<file path="src/rtl/sm_seq_chk_multi.sv">
// sm_seq_chk_multi: N_CH independent two-input sequence checkers.
// Each channel runs an IDLE/S1/S2/ERROR Moore machine with filtered ERROR
// recovery, a saturating error-entry counter and a sequence-complete pulse.
// A global enable freezes every channel.
module sm_seq_chk_multi #(
  parameter int N_CH        = 4,
  parameter int RECOVER_CYC = 1,
  parameter int CNT_W       = 8
) (
  input  logic                  clk,
  input  logic                  rst,
  input  logic                  en,
  input  logic                  clr_cnt,
  input  logic [N_CH-1:0]       i1,
  input  logic [N_CH-1:0]       i2,
  output logic [N_CH-1:0]       o1,
  output logic [N_CH-1:0]       o2,
  output logic [N_CH-1:0]       err,
  output logic [N_CH-1:0]       done,
  output logic [N_CH*CNT_W-1:0] err_cnt,
  output logic                  any_err
);

  // Recovery counter must reach RECOVER_CYC-1; keep at least one bit.
  localparam int RC_W = (RECOVER_CYC + 1 > 2) ? $clog2(RECOVER_CYC + 1) : 1;
  localparam logic [RC_W-1:0] RC_LAST = RC_W'(RECOVER_CYC - 1);

  localparam logic [2:0] ST_IDLE = 3'b000;
  localparam logic [2:0] ST_S1   = 3'b001;
  localparam logic [2:0] ST_S2   = 3'b010;
  localparam logic [2:0] ST_ERR  = 3'b100;

  // Saturating increment: holds at all-ones instead of wrapping.
  function automatic logic [CNT_W-1:0] sat_inc(input logic [CNT_W-1:0] v);
    if (&v) return v;
    return v + CNT_W'(1);
  endfunction

  // Counter update: a clear wins over the old value, but an ERROR entry
  // in the same cycle still counts as the first entry after the clear.
  function automatic logic [CNT_W-1:0] cnt_update(input logic [CNT_W-1:0] v,
                                                  input logic             clr,
                                                  input logic             entry);
    if (clr)   return entry ? CNT_W'(1) : '0;
    if (entry) return sat_inc(v);
    return v;
  endfunction

  for (genvar k = 0; k < N_CH; k++) begin : g_ch
    logic [2:0]       state;
    logic [2:0]       state_nxt;
    logic [RC_W-1:0]  rc;
    logic [RC_W-1:0]  rc_nxt;
    logic             done_q;
    logic             done_nxt;
    logic             entry;
    logic [CNT_W-1:0] cnt;
    logic [CNT_W-1:0] cnt_nxt;
    logic             o1_c;
    logic             o2_c;
    logic             err_c;

    // State, recovery counter, done pulse and error counter registers.
    always_ff @(posedge clk or posedge rst) begin
      if (rst) begin
        state  <= ST_IDLE;
        rc     <= '0;
        done_q <= 1'b0;
        cnt    <= '0;
      end else begin
        state  <= state_nxt;
        rc     <= rc_nxt;
        done_q <= done_nxt;
        cnt    <= cnt_nxt;
      end
    end

    // Next-state, recovery filter, done and counter logic for this channel.
    always_comb begin
      state_nxt = state;
      rc_nxt    = '0;
      done_nxt  = 1'b0;
      case (state)
        ST_IDLE: begin
          if (en && i1[k]) state_nxt = i2[k] ? ST_S1 : ST_ERR;
        end
        ST_S1: begin
          if (en && i2[k]) state_nxt = i1[k] ? ST_S2 : ST_ERR;
        end
        ST_S2: begin
          if (en && !i2[k]) begin
            if (i1[k]) begin
              state_nxt = ST_IDLE;
              done_nxt  = 1'b1;
            end else begin
              state_nxt = ST_ERR;
            end
          end
        end
        ST_ERR: begin
          // A single i1 high restarts the count of quiet cycles.
          rc_nxt = rc;
          if (en) begin
            if (i1[k]) begin
              rc_nxt = '0;
            end else if (rc == RC_LAST) begin
              state_nxt = ST_IDLE;
              rc_nxt    = '0;
            end else begin
              rc_nxt = rc + RC_W'(1);
            end
          end
        end
        // Illegal codes recover to IDLE even while disabled.
        default: state_nxt = ST_IDLE;
      endcase
      entry   = (state != ST_ERR) && (state_nxt == ST_ERR);
      cnt_nxt = cnt_update(cnt, clr_cnt, entry);
    end

    // Moore output decode from the registered state only.
    always_comb begin
      o1_c  = 1'b0;
      o2_c  = 1'b0;
      err_c = 1'b0;
      case (state)
        ST_S1:   o1_c = 1'b1;
        ST_S2:   o2_c = 1'b1;
        ST_ERR: begin
          o1_c  = 1'b1;
          o2_c  = 1'b1;
          err_c = 1'b1;
        end
        default: ;
      endcase
    end

    assign o1[k]                      = o1_c;
    assign o2[k]                      = o2_c;
    assign err[k]                     = err_c;
    assign done[k]                    = done_q;
    assign err_cnt[k*CNT_W +: CNT_W]  = cnt;
  end

  assign any_err = |err;

endmodule

</file>
<file path="config.mk">
export PLATFORM = sky130hd
export DESIGN_NAME = sm_seq_chk_multi
export DESIGN_NICKNAME = d
export VERILOG_FILES = /design/src/rtl/sm_seq_chk_multi.sv
export SDC_FILE = /design/constraint.sdc
export NUM_CORES = 1
export LEC_CHECK = 0
export CORE_UTILIZATION = 53
export CTS_BUF_LIST = sky130_fd_sc_hd__clkbuf_8
export DETAILED_ROUTE_END_ITERATION = 10
export PLACE_DENSITY = 0.82
export REMOVE_ABC_BUFFERS = 1
export SLEW_MARGIN = 30
export SYNTH_ARGS = -nofsm -noshare
export SYNTH_HDL_FRONTEND = slang
export SYNTH_SLANG_ARGS = --single-unit
</file>
<file path="constraint.sdc">
create_clock -name clk -period 2.6 [get_ports clk]
set_input_delay 0.39 -clock clk [delete_from_list [all_inputs] [get_ports clk]]
set_output_delay 0.39 -clock clk [all_outputs]
set_load 0.02 [all_outputs]
</file>
==> results of run 1 <==
==> metal layers <==
metal  vias up  track usage  wire length (um)  part of all wire
li1       1294            -                 -                 -
met1      1261        0.286              2900              0.45
met2        67        0.391              3170              0.50
met3         6       0.0429               240             0.038
met4         0       0.0623                62            0.0097
met5         -            0                 0                 0
==> cell type report <==
type / instances / area, sq um / area share
sequential: 48 / 1200 / 0.331
clock inverter: 3 / 18.8 / 0.00517
multi-input combinational: 249 / 1530 / 0.421
tap: 70 / 87.6 / 0.0241
inverter: 11 / 41.3 / 0.0114
clock buffer: 5 / 68.8 / 0.0190
timing repair buffer: 71 / 683 / 0.188
==> sequential cells by signal, indices dropped and copies added, names as in the netlist <==
register	flops
g_ch.done_q	4
g_ch.cnt	32
g_ch.state	12
==> power by group through the flow <==
stage / Sequential (uW) / Combinational [uW] / Clock, uW
2_1_floorplan: 922 / 391 / 0
3_3_place_gp: 924 / 702 / 0
3_5_place_dp: 929 / 716 / 0
4_1_cts: 914 / 722 / 451
5_1_grt: 929 / 772 / 489
6_report: 916 / 717 / 433
==> Yosys cell counts, drive strengths merged (2+ instances only) <==
| library cell | instances |
|---|---|
| a21oi | 22 |
| a31oi | 2 |
| and3 | 3 |
| and4 | 4 |
| buf | 26 |
| clkbuf | 12 |
| dfrtp | 48 |
| ha | 4 |
| inv | 11 |
| mux2 | 2 |
| mux2i | 6 |
| nand2 | 22 |
| nand2b | 9 |
| nand3 | 15 |
| nand3b | 4 |
| nand4 | 5 |
| nor2 | 41 |
| nor2b | 6 |
| nor3 | 17 |
| nor3b | 6 |
| nor4 | 5 |
| nor4b | 6 |
| o211ai | 2 |
| o21ai | 15 |
| o22ai | 3 |
| o31ai | 4 |
| o32a | 2 |
| o32ai | 3 |
| or2 | 2 |
| or3 | 6 |
| or4 | 4 |
| xnor2 | 17 |
==> worst paths after layout <==
kind                            cells after the start             start          endpoint  slack, ns
worst min register to register                      1    g_ch[0].cnt[6]    g_ch[0].cnt[6]       0.58
worst min-delay path                                3               rst    g_ch[2].cnt[6]       0.56
min in group clk                                    1    g_ch[0].cnt[6]    g_ch[0].cnt[6]       0.58
worst max-delay path                                4  g_ch[1].state[0]           any_err       0.15
worst max register to register                      5  g_ch[2].state[1]    g_ch[2].cnt[0]       0.71
max in group asynchronous                           3               rst  g_ch[2].state[0]       1.60
==> critical path, delay by kind of cell, from the launching register on <==
kind | cells | cell delay [ns]
flops | 1 | 0.49
buf+inv | 1 | 0.55
simple gates | 3 | 0.73
==> timing repair <==
action                                  4_1_cts  5_1_grt
gates resized for setup                       0        1
endpoints found under the setup margin        0        1
hold buffers                                  0        0
==> stage by stage <==
step | setup WS [ns] | total power, uW | std cells | area [sq um]
finish | 0.155 | 2070 | 457 | 3630
detailed placement | 0.270 | 1650 | 449 | 3540
CTS | 0.0895 | 2090 | 457 | 3630
global placement | 0.309 | 1630 | 449 | 3540
floorplan | 0.759 | 1310 | 308 | 2770
global route | 0.0588 | 2190 | 457 | 3630
==> cells by family (layout without fill, tap and decap cells) <==
| group | after synthesis | after routing | synth area share |
|---|---|---|---|
| AO/OA/AOI/OAI | 61 | 61 | 0.127 |
| XOR/XNOR | 18 | 18 | 0.0528 |
| adder cells (fa/ha/maj) | 4 | 4 | 0.0168 |
| buffers and inverters | 49 | 90 | 0.0867 |
| flip-flops | 48 | 48 | 0.402 |
| multiplexers | 8 | 8 | 0.0276 |
| AND/OR/NAND/NOR | 158 | 158 | 0.287 |
==> reports/metrics.csv, run 1 <==
stage;metric;value;unit
synth;Ys Warns;0;
timing;Worst-Margin Slew;0.603;ns
pwr;Int Pwr;1340;uW
cts;Max Buffers Root-to-Sink;2;
drt;Avg WL per Cell;13.9;um
pwr;sequential cell fraction of total power;0.443;
final_layout;synthesis-to-finish area growth;21.5;%
setup_path;critical path's largest stage delay;0.55;ns
run_status;status;complete, no violations;
worst_hold_path;worst min-delay path category;input pin to async pin;
setup_path;critical path data arrival time;2.06;ns
timing;fin crit period;2.45;ns
timing;RSZ-0062 raised after global routing;no;
global_route;first-pass GRT wire length;10.9;mm
setup_path;Crit Path Class;register to primary output;
synth;register bit count reported by yosys;48;
drt;DR vias/cell;5.75;
pwr;Comb power frac;0.347;
setup_path;Crit Path Max Fanout;9;
synth;Gate Count Post-Synth;346;
timing;Setup Skew;0.0105;ns
final_layout;Nets;402;
timing;FMAX;0.409;GHz
global_route;number of global-route vias before repair;2421;
synth;ys flop type;dfrtp_1;
timing;Fin Setup TNS;0;ns
final_layout;most frequent cells in the layout;60 x clkdlybuf4s50_1, 47 x dfrtp_1, 41 x nor2_1;
timing;Slew Viols, Final;0;
synth;sequential cell area fraction in the yosys report;0.402;
timing;fin crit share;0.941;
pwr;clock network power share;0.210;
place;number of port buffers;60;
global_route;grt ovf;0;
pwr;PwrDens;569;mW/mm^2
synth;ys async rst share;1.00;
die;die height;77.1;um
die;I/O pin count;61;
cts;total CTS buffers;5;
die;Die Area;0.00594;sq mm
place;final weighted congestion of routability-driven global placement;0.832;
synth;Yosys top cell by area;dfrtp_1;
synth;largest cells by area after synthesis;dfrtp_1 40%, nor2_1 5.2%, xnor2_1 5.0%, buf_4 4.3%, a21oi_1 3.7%;
flow_run;max-cap violations;0;
setup_path;CP Cell Sequence;nand2b_1 > nor2_1 > or4_1 > clkdlybuf4s50_1;
drt;Final ANT Viol Nets;0;
setup_path;Worst setup SP type;register;
drt;vias;2628;
final_layout;final core occ;0.689;
cts;Clock Pin Slew Worst Setup and Hold Paths;0.09;ns
die;Starting Density;0.567;
synth;post-synth top area share;0.402;
final_layout;fill count;443;
pwr;Leak;0.00142;uW
pwr;Peak VDD IR;0.000457;V
global_route;initial antenna violation count;0;
setup_path;crit end category;primary output;
cts;CTS tree;built;
global_route;GRT Overall Usage;0.226;
die;die width;77.1;um
drt;DRC;0;
final_layout;commonest non-fill, non-tap cell in the layout;clkdlybuf4s50_1;
setup_path;Critical Path RT;2.21;ns
final_layout;share of cells above drive strength 1;0.0724;
cts;# clock sinks;48;
synth;Post-Syn Area;0.00299;sq mm
cts;Root Buffer;clkbuf_8;
pwr;NetSw;731;uW
die;core region area;0.00527;sq mm
cts;buffer count from post-CTS setup fixing;0;
cts;clk_lat worst skew;0.30;ns
timing;Fin. Hold Viols;0;
place;dpl hpwl;4.68;mm
timing;hold slack final;0.557;ns
synth;Post-synth EDFFs;0;
drt;DRT Pass-1 Iters;5;
synth;Avg Inst Size Synth;8.64;sq um
global_route;largest net degree at the start of global routing;49;
die;row cnt;26;
setup_path;CP max stage cell;clkdlybuf4s50_1;
drt;Detailed Route WL;6.37;mm
synth;Yosys cell types;47;
drt;First DRT Iteration DRCs;106;
cts;H-tree lvl count;2;
pwr;Sw Ratio;0.354;
final_layout;ant diodes;0;
timing;slew margin rel.;0.598;
timing;count of final setup violators;0;
Note: power is estimated with default switching activity, not from simulation.
==> run 2, diff against run 1 <==
--- a/config.mk
+++ b/config.mk
@@ -5,12 +5,13 @@
 export SDC_FILE = /design/constraint.sdc
 export NUM_CORES = 1
 export LEC_CHECK = 0
-export CORE_UTILIZATION = 53
+export CORE_UTILIZATION = 57
 export CTS_BUF_LIST = sky130_fd_sc_hd__clkbuf_8
 export DETAILED_ROUTE_END_ITERATION = 10
-export PLACE_DENSITY = 0.82
+export DONT_BUFFER_PORTS = 1
+export PLACE_DENSITY = 0.72
 export REMOVE_ABC_BUFFERS = 1
-export SLEW_MARGIN = 30
+export SLEW_MARGIN = 20
 export SYNTH_ARGS = -nofsm -noshare
 export SYNTH_HDL_FRONTEND = slang
 export SYNTH_SLANG_ARGS = --single-unit
==> reports/metrics.csv, run 2 (same netlist as run 1, synthesis figures left out) <==
stage;metric;value;unit
run_status;status;complete, no violations;
die;die width;74.4;um
cts;total CTS buffers;5;
place;dpl hpwl;4.16;mm
place;Placement Setup Slack;0.490;ns
global_route;initial antenna violation count;0;
pwr;PwrDens;613;mW/mm^2
pwr;NetSw;673;uW
timing;slew margin rel.;0.632;
global_route;GR Util met1;0.289;
die;I/O pin count;61;
drt;vias;2343;
place;final weighted congestion of routability-driven global placement;0.811;
cts;Root Buffer;clkbuf_8;
die;row cnt;25;
cts;clk_lat worst skew;0.31;ns
drt;Final ANT Viol Nets;0;
setup_path;CP max stage cell;or4_1;
setup_path;CP Cell Sequence;inv_1 > nor3_1 > buf_4 > or4_1;
pwr;Int Pwr;1150;uW
timing;fin crit period;2.16;ns
final_layout;max FFs per register;32;
setup_path;worst path bufs/invs;2;
timing;setup ws final;0.442;ns
setup_path;crit path from;g_ch[0].state[2];
global_route;busiest grt layer;met2;
pwr;clock network power share;0.230;
worst_hold_path;Hold Crit Start;clr_cnt;
drt;DRT Pass-1 Iters;4;
setup_path;Critical Path RT;2.21;ns
setup_path;CP top delay family;simple AND/OR/NAND/NOR gates;
timing;Worst-Margin Slew;0.549;ns
final_layout;commonest non-fill, non-tap cell in the layout;dfrtp_1;
final_layout;ant diodes;0;
setup_path;CP Depth;4;
place;number of port buffers;0;
cts;buffer count from post-CTS setup fixing;0;
setup_path;critical path data arrival time;1.77;ns
final_layout;synthesis-to-finish area growth;-0.293;%
setup_path;Worst R2R End;g_ch[2].cnt[0];
timing;Fin. Hold Viols;0;
pwr;sequential cell fraction of total power;0.514;
worst_hold_path;worst min-delay path category;input pin to register;
setup_path;end of the critical path;any_err;
setup_path;crit end category;primary output;
setup_path;register-to-register setup slack;0.51;ns
global_route;met2 global-route usage;0.375;
setup_path;Reg-to-Reg Start;g_ch[2].state[1];
cts;Clock Pin Slew Worst Setup and Hold Paths;0.08;ns
global_route;GRT Overall Usage;0.230;
pwr;Sw Ratio;0.369;
drt;Avg WL per Cell;15.1;um
final_layout;fill count;460;
global_route;first-pass GRT wire length;9.75;mm
global_route;number of global-route vias before repair;2216;
pwr;Leak;0.00118;uW
pwr;Comb power frac;0.257;
die;Starting Density;0.612;
setup_path;Worst setup SP type;register;
global_route;grt ovf;0;
timing;FMAX;0.463;GHz
die;core region area;0.00488;sq mm
final_layout;most frequent cells in the layout;48 x dfrtp_1, 41 x nor2_1, 22 x a21oi_1, 22 x nand2_1;
timing;Slew Viols, Final;0;
cts;H-tree lvl count;2;
drt;Detailed Route WL;5.88;mm
final_layout;Largest Register;g_ch.cnt;
cts;Max Buffers Root-to-Sink;2;
cts;# clock sinks;48;
die;Die Area;0.00554;sq mm
setup_path;Crit Path Max Fanout;6;
timing;Fin Setup TNS;0;ns
die;die height;74.4;um
global_route;largest net degree at the start of global routing;36;
drt;DRC;0;
flow_run;max-cap violations;0;
setup_path;reg2reg path depth;5;
setup_path;critical path's largest stage delay;0.65;ns
setup_path;Crit Path Class;register to primary output;
global_route;met3 usage;0.0678;
timing;fin crit share;0.830;
pwr;Peak VDD IR;0.000415;V
drt;DR vias/cell;6.04;
timing;count of final setup violators;0;
drt;First DRT Iteration DRCs;54;
final_layout;top flop regs;g_ch.cnt x32, g_ch.state x12, g_ch.done_q x4;
timing;hold slack final;0.138;ns
final_layout;Nets;337;
final_layout;share of cells above drive strength 1;0.0592;
cts;CTS tree;built;
timing;RSZ-0062 raised after global routing;no;
timing;Setup Skew;0.00894;ns
==> run 2: area by class of cell <==
class	count	area, sq um	share of cell area
tap	67	83.8	0.0281
timing repair buffer	6	47.5	0.0160
clock inverter	2	8.76	0.00294
inverter	11	41.3	0.0139
multi-input combinational	249	1530	0.513
sequential	48	1200	0.403
clock buffer	5	68.8	0.0231
==> run 2: power by group through the flow <==
| stage | Sequential (uW) | Clock, uW | Combinational [uW] |
|---|---|---|---|
| final | 937 | 419 | 468 |
| after CTS | 936 | 441 | 473 |
| after floorplan | 922 | 0 | 391 |
| after global placement | 949 | 0 | 461 |
| after detailed placement | 952 | 0 | 471 |
| after global routing | 953 | 461 | 522 |
==> run 2: routing by layer <==
layer	part of all wire	vias to the layer above
li1	-	1168
met1	0.46	1116
met2	0.47	51
met3	0.057	8
met4	0.013	0
met5	0	-
==> run 2: how the worst min path moves through the flow <==
| stage | to | slack [ns] | depth (start not counted) |
|---|---|---|---|
| finish | g_ch[0].cnt[3] | 0.14 | 1 |
| global route | g_ch[1].cnt[3] | 0.12 | 1 |
| CTS | g_ch[1].cnt[5] | 0.13 | 1 |
| detailed placement | g_ch[0].cnt[4] | 0.26 | 1 |
| global placement | g_ch[0].cnt[6] | 0.26 | 1 |
| floorplan | g_ch[0].cnt[1] | 0.45 | 1 |
==> run 2: repair_timing <==
item	in CTS	in global routing
resized for setup	0	0
hold buffers	1	0
hold endpoints to repair	15	0
==> run 2: per-stage QoR <==
| stage | std cells | utilization | power [uW] | instance area [sq um] |
|---|---|---|---|---|
| after floorplan | 308 | - | 1310 | 2770 |
| after global placement | 380 | 0.593 | 1410 | 2890 |
| after detailed placement | 380 | 0.593 | 1420 | 2890 |
| after CTS | 388 | 0.611 | 1850 | 2980 |
| after global routing | 388 | 0.611 | 1940 | 2980 |
| final | 388 | 0.611 | 1820 | 2980 |
